--- config.mk ---
export PLATFORM = sky130hd
export DESIGN_NAME = blind_pixel_ctrl
export DESIGN_NICKNAME = d
export VERILOG_FILES = /design/src/rtl/blind_pixel_ctrl.sv
export SDC_FILE = /design/constraint.sdc
export NUM_CORES = 1
export LEC_CHECK = 0
export BUFFER_PORTS_ARGS = -buffer_cell sky130_fd_sc_hd__buf_2
export CAP_MARGIN = 20
export CORE_ASPECT_RATIO = 1.5
export CORE_MARGIN = 5
export CORE_UTILIZATION = 52
export CTS_CLUSTER_SIZE = 14
export DETAILED_ROUTE_END_ITERATION = 10
export GPL_TIMING_DRIVEN = 0
export HOLD_SLACK_MARGIN = 0.12
export PLACE_DENSITY = 0.77
export SKIP_CTS_REPAIR_TIMING = 1
export SLEW_MARGIN = 5
export SYNTH_ARGS = -nofsm -noshare
export SYNTH_HDL_FRONTEND = slang
export SYNTH_SLANG_ARGS = --single-unit
--- constraint.sdc ---
create_clock -name clk -period 2.95 [get_ports clk]
set_clock_uncertainty 0.15 [all_clocks]
set_input_delay 0.1475 -clock clk [delete_from_list [all_inputs] [get_ports clk]]
set_output_delay 0.1475 -clock clk [all_outputs]
set_load 0.01 [all_outputs]
--- src/rtl/blind_pixel_ctrl.sv ---
// Blind-pixel correction for an Avalon-ST video stream: walks a raster-sorted defect
// table in step with the incoming frame and replaces each listed pixel with the previous output.
module blind_pixel_ctrl #(
  parameter int DATA_WIDTH  = 8,
  parameter int ADDR_WIDTH  = 8,
  parameter int COORD_WIDTH = 16
) (
  input  logic                    clk,
  input  logic                    rst_n,
  input  logic                    cfg_enable,
  input  logic [COORD_WIDTH-1:0]  cfg_width,
  input  logic [ADDR_WIDTH:0]     cfg_count,
  output logic [ADDR_WIDTH-1:0]   ram_address,
  input  logic [31:0]             ram_readdata,
  input  logic [DATA_WIDTH-1:0]   din_data,
  input  logic                    din_valid,
  input  logic                    din_sop,
  input  logic                    din_eop,
  output logic                    din_ready,
  output logic [DATA_WIDTH-1:0]   dout_data,
  output logic                    dout_valid,
  output logic                    dout_sop,
  output logic                    dout_eop,
  input  logic                    dout_ready,
  output logic [ADDR_WIDTH:0]     frame_hits,
  output logic                    frame_done
);

  localparam int CW = ADDR_WIDTH + 1;

  typedef enum logic [2:0] {
    S_IDLE  = 3'd0,
    S_PASS  = 3'd1,
    S_FETCH = 3'd2,
    S_WAIT  = 3'd3,
    S_RUN   = 3'd4
  } state_t;

  state_t                  state_q, state_d, eff_state_s;
  logic                    alive_q, alive_d;
  logic [CW-1:0]           ptr_q, ptr_d, ptr_inc_s;
  logic [CW-1:0]           hit_cnt_q, hit_cnt_d;
  logic [CW-1:0]           frame_hits_q, frame_hits_d;
  logic [COORD_WIDTH-1:0]  entry_x_q, entry_x_d;
  logic [COORD_WIDTH-1:0]  entry_y_q, entry_y_d;
  logic                    entry_valid_q, entry_valid_d;
  logic [COORD_WIDTH-1:0]  x_q, x_d;
  logic [COORD_WIDTH-1:0]  y_q, y_d;
  logic [DATA_WIDTH-1:0]   prev_pix_q, prev_pix_d;
  logic [ADDR_WIDTH-1:0]   ram_address_q, ram_address_d;
  logic [DATA_WIDTH-1:0]   dout_data_q, dout_data_d;
  logic                    dout_valid_q, dout_valid_d;
  logic                    dout_sop_q, dout_sop_d;
  logic                    dout_eop_q, dout_eop_d;
  logic                    vid_eop_q, vid_eop_d;

  logic                    stall_ok_s;
  logic                    din_ready_s;
  logic                    accept_s;
  logic                    hit_s;
  logic [DATA_WIDTH-1:0]   out_data_s;
  logic                    out_vid_eop_s;

  // Handshake: a beat enters only when the output register is free or draining this cycle.
  always_comb begin
    stall_ok_s  = ~dout_valid_q | dout_ready;
    din_ready_s = alive_q & stall_ok_s & (state_q != S_FETCH) & (state_q != S_WAIT);
    accept_s    = din_valid & din_ready_s;
    ptr_inc_s   = ptr_q + CW'(1);
    if (accept_s && din_sop) begin
      eff_state_s = S_IDLE;
    end else begin
      eff_state_s = state_q;
    end
  end

  // Controller next-state: packet classification, table walk and pixel substitution.
  always_comb begin
    state_d       = state_q;
    alive_d       = 1'b1;
    ptr_d         = ptr_q;
    hit_cnt_d     = hit_cnt_q;
    frame_hits_d  = frame_hits_q;
    entry_x_d     = entry_x_q;
    entry_y_d     = entry_y_q;
    entry_valid_d = entry_valid_q;
    x_d           = x_q;
    y_d           = y_q;
    prev_pix_d    = prev_pix_q;
    out_data_s    = din_data;
    out_vid_eop_s = 1'b0;
    hit_s         = 1'b0;

    case (eff_state_s)
      S_IDLE: begin
        if (accept_s && din_sop && (din_data[3:0] == 4'd0)) begin
          x_d           = '0;
          y_d           = '0;
          hit_cnt_d     = '0;
          prev_pix_d    = '0;
          ptr_d         = '0;
          entry_valid_d = 1'b0;
          if (din_eop) begin
            // Header-only video packet: an empty frame.
            frame_hits_d  = '0;
            out_vid_eop_s = 1'b1;
            state_d       = S_IDLE;
          end else if (cfg_enable && (cfg_count != '0)) begin
            state_d = S_FETCH;
          end else begin
            state_d = S_RUN;
          end
        end else if (accept_s && din_sop) begin
          if (din_eop) begin
            state_d = S_IDLE;
          end else begin
            state_d = S_PASS;
          end
        end else begin
          state_d = S_IDLE;
        end
      end
      S_PASS: begin
        if (accept_s && din_eop) begin
          state_d = S_IDLE;
        end else begin
          state_d = S_PASS;
        end
      end
      S_FETCH: begin
        state_d = S_WAIT;
      end
      S_WAIT: begin
        entry_x_d     = ram_readdata[COORD_WIDTH-1:0];
        entry_y_d     = ram_readdata[16 +: COORD_WIDTH];
        entry_valid_d = 1'b1;
        state_d       = S_RUN;
      end
      S_RUN: begin
        if (accept_s) begin
          hit_s = entry_valid_q && (x_q == entry_x_q) && (y_q == entry_y_q);
          if (hit_s) begin
            out_data_s = prev_pix_q;
            hit_cnt_d  = hit_cnt_q + CW'(1);
            ptr_d      = ptr_inc_s;
            if ((ptr_inc_s < cfg_count) && !din_eop) begin
              state_d = S_FETCH;
            end else begin
              entry_valid_d = 1'b0;
            end
          end else begin
            out_data_s = din_data;
          end
          prev_pix_d = out_data_s;
          if (x_q == (cfg_width - COORD_WIDTH'(1))) begin
            x_d = '0;
            y_d = y_q + COORD_WIDTH'(1);
          end else begin
            x_d = x_q + COORD_WIDTH'(1);
          end
          if (din_eop) begin
            // Include a hit on the final beat itself.
            frame_hits_d  = hit_s ? (hit_cnt_q + CW'(1)) : hit_cnt_q;
            out_vid_eop_s = 1'b1;
            state_d       = S_IDLE;
          end
        end else begin
          state_d = S_RUN;
        end
      end
      default: begin
        state_d = S_IDLE;
      end
    endcase

    ram_address_d = ptr_d[ADDR_WIDTH-1:0];
  end

  // Output register: load on accept, empty when drained, hold while stalled.
  always_comb begin
    dout_data_d  = dout_data_q;
    dout_valid_d = dout_valid_q;
    dout_sop_d   = dout_sop_q;
    dout_eop_d   = dout_eop_q;
    vid_eop_d    = vid_eop_q;
    if (accept_s) begin
      dout_data_d  = out_data_s;
      dout_valid_d = 1'b1;
      dout_sop_d   = din_sop;
      dout_eop_d   = din_eop;
      vid_eop_d    = out_vid_eop_s;
    end else if (dout_ready) begin
      dout_valid_d = 1'b0;
      vid_eop_d    = 1'b0;
    end else begin
      dout_valid_d = dout_valid_q;
    end
  end

  // State and datapath registers.
  always_ff @(posedge clk or negedge rst_n) begin
    if (!rst_n) begin
      state_q       <= S_IDLE;
      alive_q       <= 1'b0;
      ptr_q         <= '0;
      hit_cnt_q     <= '0;
      frame_hits_q  <= '0;
      entry_x_q     <= '0;
      entry_y_q     <= '0;
      entry_valid_q <= 1'b0;
      x_q           <= '0;
      y_q           <= '0;
      prev_pix_q    <= '0;
      ram_address_q <= '0;
      dout_data_q   <= '0;
      dout_valid_q  <= 1'b0;
      dout_sop_q    <= 1'b0;
      dout_eop_q    <= 1'b0;
      vid_eop_q     <= 1'b0;
    end else begin
      state_q       <= state_d;
      alive_q       <= alive_d;
      ptr_q         <= ptr_d;
      hit_cnt_q     <= hit_cnt_d;
      frame_hits_q  <= frame_hits_d;
      entry_x_q     <= entry_x_d;
      entry_y_q     <= entry_y_d;
      entry_valid_q <= entry_valid_d;
      x_q           <= x_d;
      y_q           <= y_d;
      prev_pix_q    <= prev_pix_d;
      ram_address_q <= ram_address_d;
      dout_data_q   <= dout_data_d;
      dout_valid_q  <= dout_valid_d;
      dout_sop_q    <= dout_sop_d;
      dout_eop_q    <= dout_eop_d;
      vid_eop_q     <= vid_eop_d;
    end
  end

  assign din_ready   = din_ready_s;
  assign ram_address = ram_address_q;
  assign dout_data   = dout_data_q;
  assign dout_valid  = dout_valid_q;
  assign dout_sop    = dout_sop_q;
  assign dout_eop    = dout_eop_q;
  assign frame_hits  = frame_hits_q;
  // Pulses in the cycle the video EOP actually leaves the source port.
  assign frame_done  = dout_valid_q & dout_ready & vid_eop_q;

endmodule

=== Yosys cells after proc, flatten, opt, wreduce, memory -nomap -nowiden ===
Index checks and enable logic that the tools add are counted.

* Add/subtract/negate cells: 5
* Order comparisons: 1
* Equal/unequal tests: 18
* Multiplexer cells: 47
* Bitwise gates (word level): 8
* Reduce and logical (&&, ||, !) cells: 20

{| class="wikitable"
|+ Operator list
! operator !! count
|-
| 9-bit 2-to-1 mux || 9
|-
| 16-bit 2-to-1 mux || 5
|-
| 16-bit case mux with 2 select lines || 2
|-
| 9-bit case mux with 2 select lines || 3
|-
| 16-bit == test || 3
|-
| 16-bit by 1-bit adder with 16-bit output (second input constant) || 2
|-
| 8-bit 2-to-1 mux || 4
|-
| 3-bit 2-to-1 mux || 9
|-
| 9-bit by 1-bit adder with 9-bit output (second input constant) || 2
|-
| 8-bit case mux with 2 select lines || 1
|-
| 16-bit by 1-bit subtractor with 16-bit output (second input constant) || 1
|-
| 3-bit case mux with 5 select lines || 1
|-
| 2-bit != test (second input constant) || 7
|-
| 1-bit 2-to-1 mux || 11
|-
| 5-bit AND reduction || 2
|-
| 9-bit less-than comparator || 1
|-
| 9-bit nonzero test || 1
|-
| 4-bit != test (second input constant) || 2
|-
| 4-bit AND reduction || 2
|-
| 1-bit logical AND || 7
|-
| 1-bit bitwise AND || 6
|-
| 3-bit by 2-bit == test with 1-bit output (second input constant) || 2
|-
| 3-bit by 2-bit != test with 1-bit output (second input constant) || 2
|-
| 4-bit zero test || 1
|-
| other kinds (12) || 13
|}

* Bits in registers: 116
* Output and inout port bits: 30
* Logic and storage cells: 116

=== Logic depth before layout (Yosys ltp) ===
Gate-level depths: netlist (run 1).

* Depth in word-level cells: 11
* Mapped depth: 12
* Gate-level depth less buffers: 11

=== Least setup slack after synthesis (run 1) ===
No wires, ideal clock.

* Path kind: input-to-reg
* Start: input cfg_width[4]
* End: register y_q[13]
* Arrival: 3299 ps
* Data required time: 2734 ps
* Setup slack: -565 ps
* Stages: 10
* Path buffers: 3
* Cell sequence: buf_6 or4_4 buf_6 o32a_1 or4_1 or4_1 or4b_4 clkbuf_2 or4_1 nand2_1

* Cells in the longest elaborated chain, start to end: 4

{| class="wikitable"
|+ Ends and longest elaborated chain
! what !! RTL line !! text
|-
| from (decl) || 11 || <nowiki>input logic [COORD_WIDTH-1:0] cfg_width,</nowiki>
|-
| 16-bit by 1-bit subtractor with 16-bit output || 155 || <nowiki>if (x_q == (cfg_width - COORD_WIDTH'(1))) begin</nowiki>
|-
| 16-bit == test || 155 ||
|-
| 2-bit != test (no line) || n/a ||
|-
| 4-bit AND reduction (no line) || n/a ||
|-
| to (signal assigned) || 230 || <nowiki>y_q <= y_d;</nowiki>
|-
| to (decl) || 48 || <nowiki>logic [COORD_WIDTH-1:0] y_q, y_d;</nowiki>
|}

Every way passes these cells.
A chain may end at the register's enable or synchronous reset.

=== Final worst setup path (run 1) ===
* Start: register x_q[11]
* End: register y_q[14]

* Cells in the longest elaborated chain, start to end: 3

{| class="wikitable"
|+ Ends and longest elaborated chain
! what !! RTL line !! text
|-
| from (decl) || 47 || <nowiki>logic [COORD_WIDTH-1:0] x_q, x_d;</nowiki>
|-
| from (signal assigned) || 211 || <nowiki>x_q <= '0;</nowiki>
|-
| from (signal assigned) || 229 || <nowiki>x_q <= x_d;</nowiki>
|-
| 16-bit == test || 155 ||
|-
| 2-bit != test (no line) || n/a ||
|-
| 4-bit AND reduction (no line) || n/a ||
|}

Every way passes these cells.

==> impl_metrics.toml, run 1 <==
[run_status]
status = "complete, but fails checks"
violations = "negative setup slack"

[worst_setup_path]
cpMaxStageDelayCell = "or4b_4"
crit_end = "y_q[14]$_DFFE_PN0P_"
crit_fanout = 10
crit_top_cell = "or4_4"
crit_type = "reg2reg"
startpoint_type = "register"
regToRegSetupSlack_ns = -0.27
worst-r2r-cell-count = 8
required_ns = 3.15
max_stage_delay_ns = 0.57
arrival_ns = 3.42
crit_path_end_kind = "register"
path_cells = "xor2_2 -> o32a_1 -> or4_4 -> or4_4 -> or4b_4 -> buf_8 -> or4_4 -> nand2_1"
rr_startpoint = "x_q[11]$_DFFE_PN0P_"
r2r-end = "y_q[14]$_DFFE_PN0P_"
crit_path_start = "x_q[11]$_DFFE_PN0P_"

[cts]
worstSkewPairLatency_ns = 0.41
cts_root_buf = "clkbuf_16"
cts-htree-levels = 4
cts_max_path_buffers = 2
cts_tree = "yes"
path_clk_slew_ns = 0.06
cts_made_buffers = 17
clock_sinks = 116

[power_and_ir_drop]
peakVddDrop_v = 0.000498
power.total_mw = 4.46
power.leakage_nw = 4.19
power_density_mw_per_mm2 = 496

[synthesis]
ys_ff_latch = 116
synthMuxAreaShare = 0.0725
synth_commonest_cells = "dfrtp_1 (116), nand2_1 (86), xor2_1 (47), nor2_1 (37), nand3_1 (36)"
ys_warn_count = 0
synth_area_leader_cell = "dfrtp_1"
synth_flop_cell = "dfrtp_1"
synth-async-reset-ratio = 1.00
synth_top_family_by_area = "simple AND/OR/NAND/NOR gates"
synth-seq-area-share = 0.427
synth_top_area_share = 0.427
syn_nets = 805
yosys.area_share.simple = 0.216
syn_inst = 720
synthAdderAreaFrac = 0.0239
synth.distinct_cells = 63
synth-xor-area-share = 0.0979
synth_area_leaders = "dfrtp_1 (43%), xor2_1 (6.1%), mux2_2 (5.6%)"
synthesis.area_mm2 = 0.00680
avgSynthCellArea_um2 = 9.44
yosysMostFrequentCell = "dfrtp_1"
synth-edff-count = 0
synth_compound_area_frac = 0.112

[placement]
post_dp_cell_area_mm2 = 0.00758
gp_congestion = 0.917
detailed_place_hpwl_um = 12600
io_buffers = 97

[die]
coreArea_mm2 = 0.0129
dieArea_mm2 = 0.0155
start_util = 0.527
die_w_um = 103
rows = 51
die_height_um = 150
io_pins = 102

[timing]
hold_violations = 0
setup_ws_ns = -0.271
worstMarginPinSlew_ns = 0.746
slew_headroom = 0.498
setup_viol = 27
period_share = 1.09
fmax_ghz = 0.310
period_needed_ns = 3.22
rsz0062_at_grt = "yes"
report.final.slew_viol_count = 0

[grt]
grt_max_degree = 66
first_global_vias = 5907
antenna_found_initial = 0
grt.total_usage = 0.230
overflow = 0
grt_pass1_wl_um = 27900

[final_layout]
stdcell_area_mm2 = 0.00900
nFillCells = 962
drive_gt1_frac = 0.267
nNetsFinal = 975
syn_to_final_growth_pct = 32.4
num_antenna_cells = 0

[hold_path]
hold_path.class = "in2async"

[detailed_routing]
drc = 0
drtPass1Iterations = 4
viasPerCell = 5.88
drt_iter0_drc = 414
ant_nets = 0
wl_per_cell_um = 18.0
vias = 6241
routed_wl_um = 19100

[job]
cap_violations = 0
-- through the flow --
stage	TNS (ns)	hold WS, ns	instances	setup WS, ns	utilization
floorplan	-10.17	-0.298	720	-0.438	-
detailed placement	-35.92	-0.0170	977	-0.766	0.588
CTS	-26.49	-0.451	1009	-0.674	0.639
global placement	-33.40	0.229	976	-0.719	0.586
finish	-4.90	0.105	1062	-0.271	0.699
global route	-5.87	0.122	1062	-0.323	0.699
-- metal layers --
metal | track usage | part of all wire | wire [um]
met3 | 0.0522 | 0.055 | 1060
met2 | 0.408 | 0.54 | 10300
met5 | 0 | 0 | 0
met1 | 0.263 | 0.37 | 7050
met4 | 0.0888 | 0.035 | 674
-- state kept, by name (all words and copies together), names as in the netlist --
signal and count:
dout_eop 1, x_q 16, y_q 16, hit_cnt_q 9, entry_x_q 16, state_q 3
vid_eop_q 1, entry_y_q 16, ptr_q 9, dout_valid 1, prev_pix_q 8, entry_valid_q 1
alive_q 1, dout_data 8, dout_sop 1, frame_hits 9
-- power breakdown --
part           switching, mW  leakage (nW)  internal, mW
sequential            0.0649          1.50          1.66
clock                  0.735         0.315          1.54
combinational          0.235          2.37         0.226
total                   1.04          4.19          3.43
-- worst max-delay path: cells and delay by family, from the launching register on --
family	cells	cell delay, ns
and+or+nand+nor	5	2.01
buffers and inverters	1	0.18
AOI/OAI and AO/OA	1	0.19
xor gates and xnor gates	1	0.20
DFF	1	0.44
-- cells in the final DEF, fill, tap and decap left out, drive strengths merged, types with 6 or more instances in the layout --
| cell | n |
|---|---|
| a21oi | 13 |
| a22o | 9 |
| and2 | 6 |
| and3 | 13 |
| buf | 131 |
| clkbuf | 41 |
| dfrtp | 116 |
| dlygate4sd3 | 46 |
| ha | 13 |
| inv | 25 |
| mux2 | 34 |
| mux2i | 11 |
| nand2 | 86 |
| nand2b | 11 |
| nand3 | 36 |
| nand4 | 17 |
| nor2 | 37 |
| nor3 | 13 |
| nor4 | 16 |
| o211ai | 14 |
| o21ai | 35 |
| o31ai | 6 |
| or3 | 7 |
| or4 | 17 |
| xnor2 | 29 |
| xor2 | 47 |
-- final cells by class --
class / instances / area (um2) / share of cell area
Inverter: 25 / 93.8 / 0.0104
Clock inverter: 13 / 205 / 0.0228
Multi-Input combinational cell: 531 / 3760 / 0.418
Clock buffer: 19 / 453 / 0.0503
Tap cell: 159 / 199 / 0.0221
Sequential cell: 116 / 2910 / 0.323
Buffer: 40 / 251 / 0.0279
Timing Repair Buffer: 159 / 1130 / 0.125
-- logic make-up (layout without fill, tap and decap cells) --
kind of cell,after synthesis,count (layout)
AO/OA/AOI/OAI,114,114
XOR/XNOR,76,76
adder cells (fa/ha/maj),13,13
buffers and inverters,73,256
flip-flops,116,116
multiplexers,45,45
other,1,1
AND/OR/NAND/NOR,282,282
-- how the worst min path moves through the flow --
stage / startpoint / endpoint / slack, ns / cells past startpoint
floorplan: rst_n / alive_q$_DFF_PN0_ / -0.30 / 0
global placement: ram_readdata[11] / entry_x_q[11]$_DFFE_PN0N_ / 0.23 / 2
detailed placement: rst_n / dout_data[1]$_DFFE_PN0N_ / -0.02 / 1
CTS: rst_n / dout_data[1]$_DFFE_PN0N_ / -0.45 / 1
global route: din_valid / dout_eop$_DFFE_PN0N_ / 0.12 / 4
finish: rst_n / dout_data[1]$_DFFE_PN0N_ / 0.11 / 2
Power figures use the tool's default switching activity.
==> inputs of run 2 (changes only) <==
- ABC_AREA: not set -> 1
- CORE_UTILIZATION: 52 -> 53
==> run 2 against run 1 <==
  * The flow now finishes without violations
  * Maximum frequency grew 17%
  * Die area grew 9.4%
  * Sequential share of layout area shrank 2.2 points
  * Cell count grew 40%
  * Combinational power grew 140%
  * Final area grew 7.0%
  * Non-clock buffer count shrank 9
  * Utilization shrank 1.7 points
  * Worst hold slack gained 0.033 ns
  * Critical path depth grew 7
  * Routed wire length grew 14%
  * First-iteration DRC count grew 7.7%
==> impl_metrics.toml, run 2 <==
[run_status]
status = "complete, no violations"

[synthesis]
synth-async-reset-ratio = 1.00
synth-edff-count = 0
synth_area_leaders = "dfrtp_1 (38%), nand2_1 (19%), nand3_1 (6.1%)"
syn_inst = 1117
avgSynthCellArea_um2 = 6.84
synth-seq-area-share = 0.380
synth_commonest_cells = "nand2_1 (377), inv_1 (122), nor2_1 (117), dfrtp_1 (116), nand3_1 (93)"
synth_top_area_share = 0.380
ys_ff_latch = 116
synthesis.area_mm2 = 0.00764
yosysMostFrequentCell = "nand2_1"
synth_flop_cell = "dfrtp_1"
synth_area_leader_cell = "dfrtp_1"
syn_nets = 1202
synth.distinct_cells = 42
ys_warn_count = 0

[detailed_routing]
routed_wl_um = 21700
drc = 0
drt_iter0_drc = 446
vias = 7773
drtPass1Iterations = 5
ant_nets = 0
wl_per_cell_um = 14.6
viasPerCell = 5.21

[timing]
slew_headroom = 0.567
holdWs_ns = 0.138
rsz0062_at_grt = "no"
report.final.slew_viol_count = 0
period_needed_ns = 2.76
hold_violations = 0
fmax_ghz = 0.362
fin_setup_tns_ns = 0
period_share = 0.937
setup_viol = 0
worstMarginPinSlew_ns = 0.645
setup_ws_ns = 0.186

[worst_setup_path]
arrival_ns = 2.89
crit_fanout = 6
startpoint_type = "register"
max_stage_delay_ns = 0.41
worst-r2r-cell-count = 15
crit_top_cell = "nand2_1"
path_cells = "ha_1 -> nand3_1 -> nand3b_1 -> nand3b_1 -> xnor2_1 -> ha_1 -> nand2_1 -> nor2_2 -> nand3_1 -> nand4_1 -> nor2_1 -> nor3_1 -> nand2_1 -> nand2_1 -> nand2_1"
required_ns = 3.08
crit_path_end_kind = "register"
cpMaxStageDelayCell = "dfrtp_2"
crit_type = "reg2reg"

[power_and_ir_drop]
power_density_mw_per_mm2 = 571
power.total_mw = 5.50
peakVddDrop_v = 0.000386
power.leakage_nw = 4.83

[cts]
cts_root_buf = "clkbuf_16"
cts-htree-levels = 4
worstSkewPairLatency_ns = 0.42
cts_made_buffers = 17
path_clk_slew_ns = 0.06
clock_sinks = 116
cts_tree = "yes"
cts_max_path_buffers = 2

[grt]
antenna_found_initial = 0
overflow = 0
grt.total_usage = 0.253
first_global_vias = 7397
grt_max_degree = 81
grt_pass1_wl_um = 34100

[final_layout]
nFillCells = 1222
num_antenna_cells = 0
fin_util = 0.682
final_common_cell = "nand2_1"
layout_common_cells = "nand2_1 (377), inv_1 (122), nor2_1 (116), dfrtp_1 (115), buf_2 (113)"
nNetsFinal = 1372
drive_gt1_frac = 0.147
stdcell_count = 1492
stdcell_area_mm2 = 0.00963
syn_to_final_growth_pct = 26.0

[placement]
gp_congestion = 0.916
placed_cells = 1411
detailed_place_hpwl_um = 15900
post_dp_cell_area_mm2 = 0.00842
dp_slack_ns = 0.0950
io_buffers = 101

[die]
rows = 53
io_pins = 102
dieArea_mm2 = 0.0170
coreArea_mm2 = 0.0141
die_w_um = 108
die_height_um = 157
start_util = 0.541

[job]
cap_violations = 0

[hold_path]
hold_depth = 6
hold_path.class = "in2reg"
## run 2: cell count changes after synthesis, sizes merged, moves of 15 or more
cell	previous run	this run
or4	17	0
clkbuf	31	15
nand2	86	386
mux2	34	0
o21ai	35	67
nor2	37	126
nand3	36	93
inv	25	126
nand3b	3	18
## run 2: cells by family (layout without fill, tap and decap cells)
family          after synthesis  after routing  synth area share
buf+inv                     166            349            0.0892
simple gates                677            677             0.387
other cells                   1              1          0.000491
fa+ha+maj                    13             13            0.0213
flops                       116            116             0.380
compound gates               91             91            0.0614
xor+xnor                     53             53            0.0607
## run 2: layout make-up
class / instances / area, um2 / area share
clock inverter: 15 / 275 / 0.0286
buffer: 39 / 203 / 0.0210
inverter: 127 / 479 / 0.0498
multi-input combinational: 835 / 4070 / 0.423
clock buffer: 17 / 425 / 0.0442
tap: 192 / 240 / 0.0249
timing repair buffer: 151 / 1030 / 0.107
sequential: 116 / 2900 / 0.302
## run 2: critical path: cells and delay by family, from the launching register on
family	cells	cell delay [ns]
and+or+nand+nor	12	1.39
DFF	1	0.41
adders and majority gates	2	0.52
xor gates and xnor gates	1	0.15
## run 2: final timing paths
path,start,to,slack [ns]
max in group asynchronous,rst_n,y_q[0]$_DFFE_PN0P_,1.61
hold / removal,cfg_count[8],state_q[2]$_DFFE_PN0P_,0.14
hold reg to reg,frame_hits[5]$_DFFE_PN0P_,frame_hits[5]$_DFFE_PN0P_,0.33
setup reg to reg,ptr_q[0]$_DFFE_PN0P_,entry_valid_q$_DFFE_PN0P_,0.19
min in group asynchronous,rst_n,y_q[8]$_DFFE_PN0P_,0.63
setup / recovery,ptr_q[0]$_DFFE_PN0P_,entry_valid_q$_DFFE_PN0P_,0.19
## run 2: metal layers
metal	up-vias	share of wire	track usage	wire length, um
li1	3864	-	-	-
met1	3619	0.39	0.282	8420
met2	225	0.54	0.469	11700
met3	65	0.035	0.0460	770
met4	0	0.040	0.105	861
met5	-	0	0	0
## run 2: power breakdown
group | leakage (nW) | internal, mW | total (mW) | switching (mW)
Clock | 0.338 | 1.68 | 2.46 | 0.785
Combinational | 3.05 | 0.398 | 1.10 | 0.703
Sequential | 1.44 | 1.79 | 1.93 | 0.144
Total | 4.83 | 3.86 | 5.50 | 1.63
==> inputs of run 3 (changes only) <==
- CORE_UTILIZATION: 53 -> 25
- PLACE_DENSITY: 0.77 -> not set
- SLEW_MARGIN: 5 -> 25
==> run 3 against run 2 <==
  * Sequential share of layout area down 0.79 points
  * Sequential power about the same
  * Register-to-register slack about the same
  * Maximum frequency down 0.37%
  * Power down 2.7%
  * Worst setup slack worse by 0.010 ns
  * Highest routed layer unchanged
  * Cell count up 14%
  * Die area up 100%
  * Global-route usage down 11 points
  * Routed wire length up 12%
  * Clock-buffer cell count up 3
  * Final area up 2.7%
==> impl_metrics.toml, run 3 (same netlist as run 2, synthesis figures left out) <==
[die]
io_pins = 102
rows = 78
die_height_um = 224
dieArea_mm2 = 0.0342
start_util = 0.253
die_w_um = 153
coreArea_mm2 = 0.0303

[final_layout]
nFillCells = 3303
drive_gt1_frac = 0.152
stdcell_count = 1703
stdcell_area_mm2 = 0.00989
regArea_mm2 = 0.00290
multiInputGateArea_mm2 = 0.00410
fin_util = 0.327
layout_common_cells = "nand2_1 (377), inv_1 (122), nor2_1 (116), dfrtp_1 (115), buf_2 (112)"
nNetsFinal = 1375
syn_to_final_growth_pct = 29.4
num_antenna_cells = 0
final_common_cell = "nand2_1"

[timing]
period_share = 0.941
setup_ws_ns = 0.175
slew_headroom = 0.478
worstMarginPinSlew_ns = 0.779
fmax_ghz = 0.360
hold_violations = 0
period_needed_ns = 2.77
report.final.slew_viol_count = 0
setup_viol = 0

[detailed_routing]
wl_per_cell_um = 14.2
viasPerCell = 4.49
drtPass1Iterations = 5
routed_wl_um = 24200
drc = 0
vias = 7638
drt_iter0_drc = 473
ant_nets = 0

[placement]
placed_cells = 1619
post_dp_cell_area_mm2 = 0.00869
detailed_place_hpwl_um = 18700
dp_slack_ns = 0.0433
io_buffers = 101
gp_congestion = 0.884

[worst_setup_path]
crit_type = "reg2reg"
cp_top_family = "simple AND/OR/NAND/NOR gates"
crit_path_end_kind = "register"
cpMaxStageDelayCell = "dfrtp_2"
path_cells = "ha_4 -> nand3_2 -> nand3b_1 -> nand3b_1 -> xnor2_2 -> ha_1 -> nand2_1 -> nor2_1 -> a211oi_2 -> nand4_1 -> nor2_1 -> nor3_1 -> nand2_1 -> nand2_1 -> nand2_1"
r2r-end = "entry_valid_q$_DFFE_PN0P_"
crit_path_start = "ptr_q[0]$_DFFE_PN0P_"
rr_startpoint = "ptr_q[0]$_DFFE_PN0P_"
worst-r2r-cell-count = 15
crit_fanout = 4
max_stage_delay_ns = 0.42
crit_end = "entry_valid_q$_DFFE_PN0P_"
worst-path-buf-inv = 0
arrival_ns = 2.93
startpoint_type = "register"
regToRegSetupSlack_ns = 0.18
crit_top_cell = "nand2_1"
worst-path-stages = 15
required_ns = 3.10

[cts]
path_clk_slew_ns = 0.06
cts_root_buf = "clkbuf_16"
cts_tree = "yes"
clock_sinks = 116
cts_max_path_buffers = 2
cts-htree-levels = 4
cts_made_buffers = 17
worstSkewPairLatency_ns = 0.44

[grt]
overflow = 0
grt_max_degree = 79
grt.total_usage = 0.139
antenna_found_initial = 0
first_global_vias = 7506
grt_pass1_wl_um = 37900

[power_and_ir_drop]
power_density_mw_per_mm2 = 541
peakVddDrop_v = 0.000390
power.leakage_nw = 4.82

[job]
cap_violations = 0

[run_status]
status = "complete, no violations"

[hold_path]
hold_path.class = "in2reg"
## run 3: cell count changes in the layout (fill, tap and decap cells not counted), sizes merged
cell | before | now
bufinv | 7 | 4
inv | 129 | 126
clkinvlp | 1 | 3
clkbuf | 32 | 35
clkinv | 5 | 6
buf | 128 | 132
dlygate4sd3 | 47 | 46
## run 3: cell type report
| class | instances | area share |
|---|---|---|
| multi-input combinational | 835 | 0.414 |
| sequential | 116 | 0.294 |
| timing repair buffer | 154 | 0.108 |
| tap | 400 | 0.0506 |
| inverter | 127 | 0.0485 |
| clock buffer | 20 | 0.0462 |
| buffer | 39 | 0.0205 |
| clock inverter | 12 | 0.0181 |
## run 3: tightest hold or removal path: cells and delay by family
kind	cells	cell delay, ns
compound gates	2	0.19
simple gates	1	0.18
buf+inv	1	0.12
## run 3: worst min path at each step
stage,startpoint,endpoint,depth (start not counted)
after floorplan,rst_n,alive_q$_DFF_PN0_,0
after global placement,ram_readdata[5],entry_x_q[5]$_DFFE_PN0N_,3
after detailed placement,rst_n,frame_hits[5]$_DFFE_PN0P_,1
after CTS,rst_n,frame_hits[5]$_DFFE_PN0P_,1
after global routing,din_valid,dout_sop$_DFFE_PN0N_,5
final,din_valid,dout_data[1]$_DFFE_PN0N_,4
## run 3: per-stage QoR
stage | hold slack (ns) | TNS (ns) | power, mW
final | 0.0927 | 0 | 5.35
after global routing | 0.121 | -0.0148 | 5.61
after CTS | -0.561 | 0 | 5.28
after detailed placement | -0.0942 | 0 | 3.04
after global placement | 0.212 | 0 | 3.01
after floorplan | -0.298 | 0 | 2.62
## run 3: metal layers
layer  vias up  routed length [um]  global-route usage
met5         -                   0                   0
met4         0                 932              0.0659
met3        63                 640              0.0226
met2       152               13500               0.270
met1      3547                9220               0.143
li1       3876                   -                   -
## run 3: where the power goes
group	switching, mW	total (mW)	internal (mW)
clock network	0.781	2.24	1.46
registers	0.157	1.95	1.79
logic	0.731	1.17	0.435
